[src/rtl/ethernet_rx.sv]
// RMII receive deframer: strips preamble/SFD, captures header fields, pushes payload and a descriptor.
// Optional ETHERNET_RX_ADDR_FILTER_EN drops frames not addressed to MAC_ADDRESS or broadcast.

module ethernet_crc32 (
    input  logic [31:0] crc_i,
    input  logic [7:0]  data_i,
    output logic [31:0] crc_o
);
    logic [31:0] c;

    // Reflected CRC-32 (poly 0xEDB88320), one byte per step, LSB first.
    always_comb begin
        c = crc_i ^ {24'd0, data_i};
        for (int i = 0; i < 8; i++) begin
            c = c[0] ? ((c >> 1) ^ 32'hEDB88320) : (c >> 1);
        end
        crc_o = c;
    end
endmodule

module ethernet_rx #(
    parameter logic [5:0][7:0] MAC_ADDRESS = 48'h00_00_00_00_00_00
) (
    input  logic            clk_i,
    input  logic            rst_n_i,
    input  logic            receive_i,
    input  logic [1:0]      rmii_rxd_i,
    input  logic            rmii_crs_dv_i,
    input  logic            data_full_i,
    output logic            write_data_o,
    output logic [7:0]      payload_data_o,
    output logic            write_descriptor_o,
    output logic [5:0][7:0] dest_address_o,
    output logic [5:0][7:0] src_address_o,
    output logic [15:0]     payload_length_o,
    output logic            crc_error_o,
    output logic            overflow_o,
    output logic            idle_o
);
    typedef enum logic [2:0] {
        IDLE,
        PREAMBLE,
        MAC_DESTINATION,
        MAC_SOURCE,
        ETH_TYPE,
        PAYLOAD,
        FRAME_CHECK_SEQUENCE,
        DROP
    } state_e;

    localparam logic [31:0] CRC_RESIDUE = 32'hDEBB20E3;
    localparam logic [15:0] MAX_LENGTH  = 16'd1500;

    state_e          state_q, state_d;
    logic [5:0]      shift_q, shift_d;
    logic [1:0]      dibit_cnt_q, dibit_cnt_d;
    logic [10:0]     byte_cnt_q, byte_cnt_d;
    logic [31:0]     crc_q, crc_d, crc_next;
    logic [5:0][7:0] dest_q, dest_d;
    logic [5:0][7:0] src_q, src_d;
    logic [15:0]     length_q, length_d;
    logic            write_data_q, write_data_d;
    logic [7:0]      payload_q, payload_d;
    logic            write_desc_q, write_desc_d;
    logic            crc_error_q, crc_error_d;
    logic            overflow_q, overflow_d;
    logic            pushed_q, pushed_d;

    logic            in_frame;
    logic            byte_done;
    logic [7:0]      rx_byte;
    logic [2:0]      addr_idx;
    logic [15:0]     new_length;
    logic            addr_ok;

    // Only the three latest dibits are kept; the fourth completes the byte live.
    assign rx_byte    = {rmii_rxd_i, shift_q};
    assign in_frame   = state_q inside {MAC_DESTINATION, MAC_SOURCE, ETH_TYPE, PAYLOAD,
                                        FRAME_CHECK_SEQUENCE};
    assign byte_done  = in_frame && receive_i && rmii_crs_dv_i && (dibit_cnt_q == 2'd3);
    assign addr_idx   = 3'd5 - byte_cnt_q[2:0];
    assign new_length = {length_q[15:8], rx_byte};

`ifdef ETHERNET_RX_ADDR_FILTER_EN
    assign addr_ok = ({dest_q[5:1], rx_byte} == MAC_ADDRESS) ||
                     ({dest_q[5:1], rx_byte} == {6{8'hFF}});
`else
    logic unused_mac_address;
    assign unused_mac_address = ^MAC_ADDRESS;
    assign addr_ok = 1'b1;
`endif

    ethernet_crc32 u_crc (
        .crc_i  (crc_q),
        .data_i (rx_byte),
        .crc_o  (crc_next)
    );

    always_comb begin
        state_d      = state_q;
        shift_d      = shift_q;
        dibit_cnt_d  = dibit_cnt_q;
        byte_cnt_d   = byte_cnt_q;
        crc_d        = crc_q;
        dest_d       = dest_q;
        src_d        = src_q;
        length_d     = length_q;
        write_data_d = 1'b0;
        payload_d    = payload_q;
        write_desc_d = 1'b0;
        crc_error_d  = crc_error_q;
        overflow_d   = overflow_q;
        pushed_d     = pushed_q;

        if (receive_i) begin
            shift_d = {rmii_rxd_i, shift_q[5:2]};
        end
        if (in_frame && receive_i && rmii_crs_dv_i) begin
            dibit_cnt_d = dibit_cnt_q + 2'd1;
        end
        if (byte_done) begin
            crc_d      = crc_next;
            byte_cnt_d = byte_cnt_q + 11'd1;
        end

        unique case (state_q)
            IDLE: begin
                dibit_cnt_d = '0;
                byte_cnt_d  = '0;
                crc_d       = '1;
                if (rmii_crs_dv_i && receive_i && (rmii_rxd_i == 2'b01)) begin
                    state_d = PREAMBLE;
                end
            end
            PREAMBLE: begin
                dibit_cnt_d = '0;
                if (receive_i) begin
                    if (!rmii_crs_dv_i) begin
                        state_d = IDLE;
                    end else if (rmii_rxd_i == 2'b11) begin
                        state_d     = MAC_DESTINATION;
                        crc_error_d = 1'b0;
                        overflow_d  = 1'b0;
                        pushed_d    = 1'b0;
                    end else if (rmii_rxd_i != 2'b01) begin
                        state_d = DROP;
                    end
                end
            end
            MAC_DESTINATION: begin
                if (byte_done) begin
                    dest_d[addr_idx] = rx_byte;
                    if (byte_cnt_q == 11'd5) begin
                        byte_cnt_d = '0;
                        state_d    = addr_ok ? MAC_SOURCE : DROP;
                    end
                end
            end
            MAC_SOURCE: begin
                if (byte_done) begin
                    src_d[addr_idx] = rx_byte;
                    if (byte_cnt_q == 11'd5) begin
                        byte_cnt_d = '0;
                        state_d    = ETH_TYPE;
                    end
                end
            end
            ETH_TYPE: begin
                if (byte_done) begin
                    if (byte_cnt_q == 11'd0) begin
                        length_d[15:8] = rx_byte;
                    end else begin
                        length_d   = new_length;
                        byte_cnt_d = '0;
                        state_d    = ((new_length == 16'd0) || (new_length > MAX_LENGTH))
                                     ? DROP : PAYLOAD;
                    end
                end
            end
            PAYLOAD: begin
                if (byte_done) begin
                    // A full FIFO loses the byte but the frame keeps going so the FCS still lines up.
                    if (data_full_i) begin
                        overflow_d = 1'b1;
                    end else begin
                        write_data_d = 1'b1;
                        payload_d    = rx_byte;
                        pushed_d     = 1'b1;
                    end
                    if (byte_cnt_q == (length_q[10:0] - 11'd1)) begin
                        byte_cnt_d = '0;
                        state_d    = FRAME_CHECK_SEQUENCE;
                    end
                end
            end
            FRAME_CHECK_SEQUENCE: begin
                if (byte_done && (byte_cnt_q == 11'd3)) begin
                    crc_error_d  = (crc_next != CRC_RESIDUE);
                    write_desc_d = 1'b1;
                    state_d      = DROP;
                end
            end
            DROP: begin
                if (receive_i && !rmii_crs_dv_i) begin
                    state_d = IDLE;
                end
            end
            default: state_d = IDLE;
        endcase

        // Carrier loss mid-frame: report a truncated frame only if software already saw its data.
        if (in_frame && receive_i && !rmii_crs_dv_i) begin
            state_d = IDLE;
            if (pushed_q) begin
                write_desc_d = 1'b1;
                crc_error_d  = 1'b1;
            end
        end
    end

    always_ff @(posedge clk_i or negedge rst_n_i) begin
        if (!rst_n_i) begin
            state_q      <= IDLE;
            shift_q      <= '0;
            dibit_cnt_q  <= '0;
            byte_cnt_q   <= '0;
            crc_q        <= '1;
            dest_q       <= '0;
            src_q        <= '0;
            length_q     <= '0;
            write_data_q <= 1'b0;
            payload_q    <= '0;
            write_desc_q <= 1'b0;
            crc_error_q  <= 1'b0;
            overflow_q   <= 1'b0;
            pushed_q     <= 1'b0;
        end else begin
            state_q      <= state_d;
            shift_q      <= shift_d;
            dibit_cnt_q  <= dibit_cnt_d;
            byte_cnt_q   <= byte_cnt_d;
            crc_q        <= crc_d;
            dest_q       <= dest_d;
            src_q        <= src_d;
            length_q     <= length_d;
            write_data_q <= write_data_d;
            payload_q    <= payload_d;
            write_desc_q <= write_desc_d;
            crc_error_q  <= crc_error_d;
            overflow_q   <= overflow_d;
            pushed_q     <= pushed_d;
        end
    end

    assign write_data_o       = write_data_q;
    assign payload_data_o     = payload_q;
    assign write_descriptor_o = write_desc_q;
    assign dest_address_o     = dest_q;
    assign src_address_o      = src_q;
    assign payload_length_o   = length_q;
    assign crc_error_o        = crc_error_q;
    assign overflow_o         = overflow_q;
    assign idle_o             = (state_q == IDLE);
endmodule

[config.mk]
export PLATFORM = sky130hd
export DESIGN_NAME = ethernet_rx
export DESIGN_NICKNAME = d
export VERILOG_FILES = /design/src/rtl/ethernet_rx.sv
export SDC_FILE = /design/constraint.sdc
export NUM_CORES = 1
export LEC_CHECK = 0
export ABC_AREA = 1
export CAP_MARGIN = 20
export CORE_ASPECT_RATIO = 0.9
export CORE_UTILIZATION = 40
export CTS_BUF_LIST = sky130_fd_sc_hd__clkbuf_2 sky130_fd_sc_hd__clkbuf_4 sky130_fd_sc_hd__clkbuf_8
export CTS_CLUSTER_SIZE = 12
export DETAILED_ROUTE_END_ITERATION = 8
export HOLD_SLACK_MARGIN = 0.02
export PLACE_DENSITY_LB_ADDON = 0.12
export SYNTH_ARGS = -nofsm -noshare
export SYNTH_HDL_FRONTEND = slang
export SYNTH_SLANG_ARGS = --single-unit
[constraint.sdc]
create_clock -name clk_i -period 6.6 [get_ports clk_i]
set_input_delay 0.66 -clock clk_i [delete_from_list [all_inputs] [get_ports clk_i]]
set_output_delay 0.66 -clock clk_i [all_outputs]
set_load 0.02 [all_outputs]
# --- Word-level counts from Yosys, hierarchy flattened ---
# Index checks and enable logic that the tools add are counted.
word_totals:
  ff_bits: 179
  inputBits: 7
op_classes:
  addsub: 4
  order_cmp: 3
  n_eq_ne: 34
  n_mux: 65
  n_bitwise: 11
  n_reduce_logical: 28
ops:
  columns: ["cell", "count"]
  rows:
  - ["2-to-1 mux 32 bit", 10]
  - ["inverter 13 -> 14 bit", 8]
  - ["bitwise mux 48 bit", 2]
  - ["2-to-1 mux 11 bit", 7]
  - ["2-to-1 mux 3 bit", 16]
  - ["one-hot mux 11 bit (4 select lines)", 1]
  - ["!= test 32 bit, second input constant", 1]
  - ["XOR 32 x 8 -> 32 bit", 1]
  - ["demux 8 bit (select 3 bit)", 1]
  - ["one-hot mux 3 bit (8 select lines)", 1]
  - ["2-to-1 mux 1 bit", 20]
  - ["> comparator 16 x 11 -> 1 bit, second input constant", 1]
  - ["logical NOT 16 bit", 1]
  - ["!= test 3 x 1 -> 1 bit, second input constant", 5]
  - ["!= test 3 x 2 -> 1 bit, second input constant", 5]
  - ["AND reduction 13 bit", 1]
  - ["== test 3 bit, second input constant", 4]
  - ["!= test 2 bit, second input constant", 6]
  - ["AND reduction 6 bit", 2]
  - ["adder 11 x 1 -> 11 bit, second input constant", 1]
  - ["== test 11 bit", 1]
  - ["== test 11 x 2 -> 1 bit, second input constant", 1]
  - ["== test 11 x 3 -> 1 bit, second input constant", 1]
  - ["logical NOT 11 bit", 1]
  - ["other kinds (25)", 47]

# --- Logic depth before layout (Yosys ltp) ---
logic_depth:
  depth_word: 22
  mapped_depth: 17
  ltp_nobuf: 16

# --- Hierarchy ---
# From an unflattened synthesis, not the netlist that was laid out.
unflattened:
  hier_cells: 1080
  hier_area_um2: 8916.1
modules_own_cells:
  columns: ["mod", "instances", "cells_each", "area_each_um2", "seq_area_each_um2"]
  rows:
  - ["ethernet_rx", 1, 894, 7768.7, 4519.3]
  - ["ethernet_crc32", 1, 186, 1147.4, 0.0]

# --- Worst setup path before layout ---
# OpenSTA, ideal clock, no wires.
synth_path:
  path_kind: "input port to flip-flop"
  from: "input port rmii_rxd_i[1]"
  to: "register crc_error_q (netlist: crc_error_o)"
  setup_time_ps: 119
  t_arrival_ps: 2001
  t_required_ps: 6481
  slack_ps: 4480
  path_stages: 17
  n_path_buf: 1
  path_cell_list: "buf_2 -> inv_1 -> nand2_1 -> nand2_1 -> nand2_1 -> nand2_1 -> nand2_1 -> nand2_1 -> inv_1 -> nand2_1 -> nand2_1 -> nor2_1 -> nand2_1 -> nor2_1 -> nand3_1 -> nand2_1 -> nand2_1"
synth_via:
  elab_chain_len: 15
  elab_cells_between_ends: 19
synth_rtl:
  columns: ["element", "line", "source"]
  rows:
  - ["start: declaration", "27", "input logic [1:0] rmii_rxd_i,"]
  - ["XOR 32 x 8 -> 32 bit", "13", "c = crc_i ^ {24'd0, data_i};"]
  - ["2-to-1 mux 32 bit", "15", "c = c[0] ? ((c >> 1) ^ 32'hEDB88320) : (c >> 1);"]
  - ["inverter 13 -> 14 bit (no line)", null, null]
  - ["2-to-1 mux 32 bit (7 in series)", "15", null]
  - ["!= test 32 bit", "198", "crc_error_d = (crc_next != CRC_RESIDUE);"]
  - ["2-to-1 mux 1 bit", "197", "if (byte_done && (byte_cnt_q == 11'd3)) begin"]
  - ["one-hot mux 1 bit (2 select lines) *", "126", "unique case (state_q)"]
  - ["2-to-1 mux 1 bit", "214", "if (pushed_q) begin"]
  - ["2-to-1 mux 1 bit *", "212", "if (in_frame && receive_i && !rmii_crs_dv_i) begin"]
  - ["net crc_error_d", "65", "logic crc_error_q, crc_error_d;"]
  - ["end signal: assignment", "249", "crc_error_q <= crc_error_d;"]
  - ["end: declaration", "65", null]
# The timed path passes the listed nets; every way through them passes the cells marked *.
# A chain may end at the register's enable or synchronous reset.

# --- Worst setup path after layout ---
layout_path:
  from: "register shift_q[4]"
  to: "register crc_error_q (netlist: crc_error_o)"
layout_via:
  elab_chain_len: 16
  elab_cells_between_ends: 17
layout_rtl:
  columns: ["element", "line", "source"]
  rows:
  - ["start: declaration", "55", "logic [5:0] shift_q, shift_d;"]
  - ["start signal: assignment", "239", "shift_q <= shift_d;"]
  - ["XOR 32 x 8 -> 32 bit *", "13", null]
  - ["2-to-1 mux 32 bit * (6 in series)", "15", null]
  - ["inverter 13 -> 14 bit (no line) or 2-to-1 mux 32 bit (tied branches)", null, null]
  - ["2-to-1 mux 32 bit *", "15", null]
  - ["inverter 13 -> 14 bit (no line) or 2-to-1 mux 32 bit (tied branches)", null, null]
  - ["2-to-1 mux 32 bit *", "15", null]
  - ["!= test 32 bit *", "198", null]
  - ["2-to-1 mux 1 bit *", "197", null]
  - ["one-hot mux 1 bit (2 select lines) *", "126", null]
  - ["2-to-1 mux 1 bit", "214", null]
  - ["2-to-1 mux 1 bit *", "212", null]
  - ["net crc_error_d", "65", null]
# Marked as above.

==> results.cfg <==
[yosys]
synth-xor-area-share_pct = 3.06
synth_fa_ha_area_share_pct = 1.37
synth_edf_count = 0
synth.net_count = 1160
synthCells = 1143
ys_seq_area_share_pct = 49.3
avgSynthCellArea_sq_um = 8.02
synthTopCellsByArea = dfrtp_1, nand2_1, dfstp_2
yosysUniqueCellTypes = 45
synth_top_area_share_pct = 40.1
synth-simple-area-share_pct = 28.9
synth_top_family_by_area = simple AND/OR/NAND/NOR gates
ys_async_sr_fraction_pct = 100
ys_ff_latch = 179
synth_mux_area_share_pct = 0
synth_compound_area_share_pct = 11.0
synth_flop_cell = dfrtp_1
synth_area_leader_cell = dfrtp_1
mappedNetlistArea_sq_um = 9160
yosysWarnings = 0

[clocking]
cts_hold_buffers = 0
clkSinkCount = 179
cts_root_buffer = clkbuf_8
htreeDepth = 4
clk_latency_ps = 500
clk_pin_slew_worst_paths_ps = 100
numCtsBuffers = 17
ctsResizeCount = 0
cts_tree = built
post_cts_buffers = 0
clockBufferDepth = 2

[critical_path]
crit_family = simple AND/OR/NAND/NOR gates
cpMaxStageDelayCell = clkinv_1
critPathRequiredTime_ps = 6970
critical_path.max_stage_delay_ps = 750
path_cells = clkinv_1 > nand2_1 > nand2_1 > nand2_1 > nand2_1 > inv_1 > nand2_1 > nand3_1 > nand2_1 > nor2_1 > nand2_1 > nor2_1 > nand3_1 > nand2_1 > nand2_1
path_class = flip-flop to flip-flop
path_buf_inv = 2
critPathArrivalTime_ps = 3640
regToRegEndpoint = crc_error_o
startpoint_type = flip-flop
reg2reg_depth = 15
r2r-start = shift_q[4]
r2r_slack_ps = 3330
cp_max_fo = 18
critPathCaptureType = flip-flop
crit_cells = 15
crit_top_cell = nand2_1

[floorplan]
die-area_sq_um = 23500
die_h_microns = 146
initial_utilization_pct = 40.7
die_w_microns = 162
core_sq_um = 22500
num_io_pins = 132
rows = 52

[detailed_routing]
wirelength_microns = 26300
ant_nets = 0
via_per_inst = 5.07
drtIter0Drc = 481
num_vias = 7981
firstDrtPassIters = 7
drc_errors = 0
wl_per_cell_microns = 16.7

[sta]
rsz0062_at_grt = no
max_slew_margin_pct = 37.0
drv_slew = 0
report.final.hold_viol_count = 0
clock.fmax_mhz = 306
finalSetupViolations = 0
worst_slew_pin_slew_ps = 940
min_period_ps = 3270
post-route-period-util_pct = 49.5
fin_skew_ps = 20.4
tns_ps = 0

[global_route]
antenna_found_initial = 0
busiest_layer = met2
grt_max_degree = 80
grt_overflow = 0
grt_pass1_vias = 7516
met1_usage_pct = 32.5
grtUsageMet2_pct = 36.1
track_usage_pct = 23.1
grt_pass1_wl_microns = 41600
gr-usage-met3_pct = 3.59

[flow_run]
maxCapViolations = 0

[finish]
nets = 1281
fillers = 2282
area.growth.synth_to_final_pct = 20.8
drive_above_1_share_pct = 8.61
layout_common_cells = nand2_1, nor2_1, dfrtp_1
mostFrequentLayoutCell = nand2_1
final_util_pct = 49.2
fin_cells = 1574
antenna_cells = 0

[power_and_ir_drop]
ir_drop_uv = 135
power_density_nw_per_um2 = 234
p_leak_nw = 5.45

[outcome]
outcome = finished clean

[placement]
placement.io_buffers = 131
hpwl_microns = 18500
placedCellCount = 1542
place_congestion = 0.907

[worst_hold_path]
min_path_type = input port to async pin
## Yosys cell counts, types with 3 or more instances
master    count
nor4_1        3
nand2_1     295
nor2_1      165
a31oi_1       4
nor2_4       15
a22oi_1      13
nor3_1       13
xnor2_1       8
nand3b_1      4
clkinv_1      9
o21ai_1       8
nand4_1       6
inv_1        91
dfrtp_1     147
inv_2         4
a21oi_1     121
ha_1         10
nand3_1      74
dfstp_2      32
buf_2         5
nand2_4       3
clkbuf_1     12
o21ai_0      32
xor2_1       24
nand2_2       9
buf_4        12
## cell families (layout without fill, tap and decap cells)
logic type               count (synthesis)  in the layout
AO/OA/AOI/OAI                          188            188
flip-flops                             179            179
buffers and inverters                  136            270
AND/OR/NAND/NOR                        598            598
XOR/XNOR                                32             32
adder cells (fa/ha/maj)                 10             10
## cell type report
class / count / area, sq um / share of cell area [%]
multi-input combinational: 828 / 4060 / 36.7
clock buffer: 18 / 241 / 2.18
inverter: 105 / 397 / 3.58
timing repair buffer: 133 / 1330 / 12.0
clock inverter: 14 / 154 / 1.39
sequential: 179 / 4520 / 40.8
tap: 297 / 372 / 3.36
## where the power goes
group,leakage (nW),switching [W],internal (W)
logic,2.88,0.000497,0.000184
clock network,0.199,0.000476,0.000290
registers,2.38,0.0000328,0.00111
total,5.45,0.00101,0.00159
## worst max path at each step
stage                              from     endpoint  slack (ps)
after floorplan           rmii_rxd_i[1]  crc_error_o        4480
after global placement    rmii_rxd_i[0]  crc_error_o        3190
after detailed placement  rmii_rxd_i[0]  crc_error_o        3070
after CTS                    shift_q[4]  crc_error_o        3370
after global routing         shift_q[4]  crc_error_o        2980
final                        shift_q[4]  crc_error_o        3330
## layer usage
| layer | share of wire, % | wire [microns] |
|---|---|---|
| met5 | 0 | 0 |
| met1 | 47 | 12400 |
| met2 | 46 | 12100 |
| met4 | 2.5 | 654 |
| met3 | 4.2 | 1110 |
## flip-flops by register name, summed over array words and instances, names as in the netlist
| name | flops |
|---|---|
| dibit_cnt_q | 2 |
| write_descriptor_o | 1 |
| dest_address_o | 48 |
| src_address_o | 48 |
| crc_q | 32 |
| pushed_q | 1 |
| overflow_o | 1 |
| shift_q | 6 |
| crc_error_o | 1 |
| write_data_o | 1 |
| state_q | 3 |
| payload_length_o | 16 |
| payload_data_o | 8 |
| byte_cnt_q | 11 |
## stage by stage
step / worst slack (ps) / total power, W / area (sq um) / hold slack, ps
finish: 3330 / 0.00259 / 11100 / 205
global route: 2980 / 0.00274 / 11100 / 257
CTS: 3370 / 0.00261 / 11100 / 234
detailed placement: 3070 / 0.00184 / 10700 / 475
global placement: 3190 / 0.00185 / 10700 / 467
floorplan: 4480 / 0.00164 / 9160 / 364
Note: power is estimated with default switching activity, not from simulation.
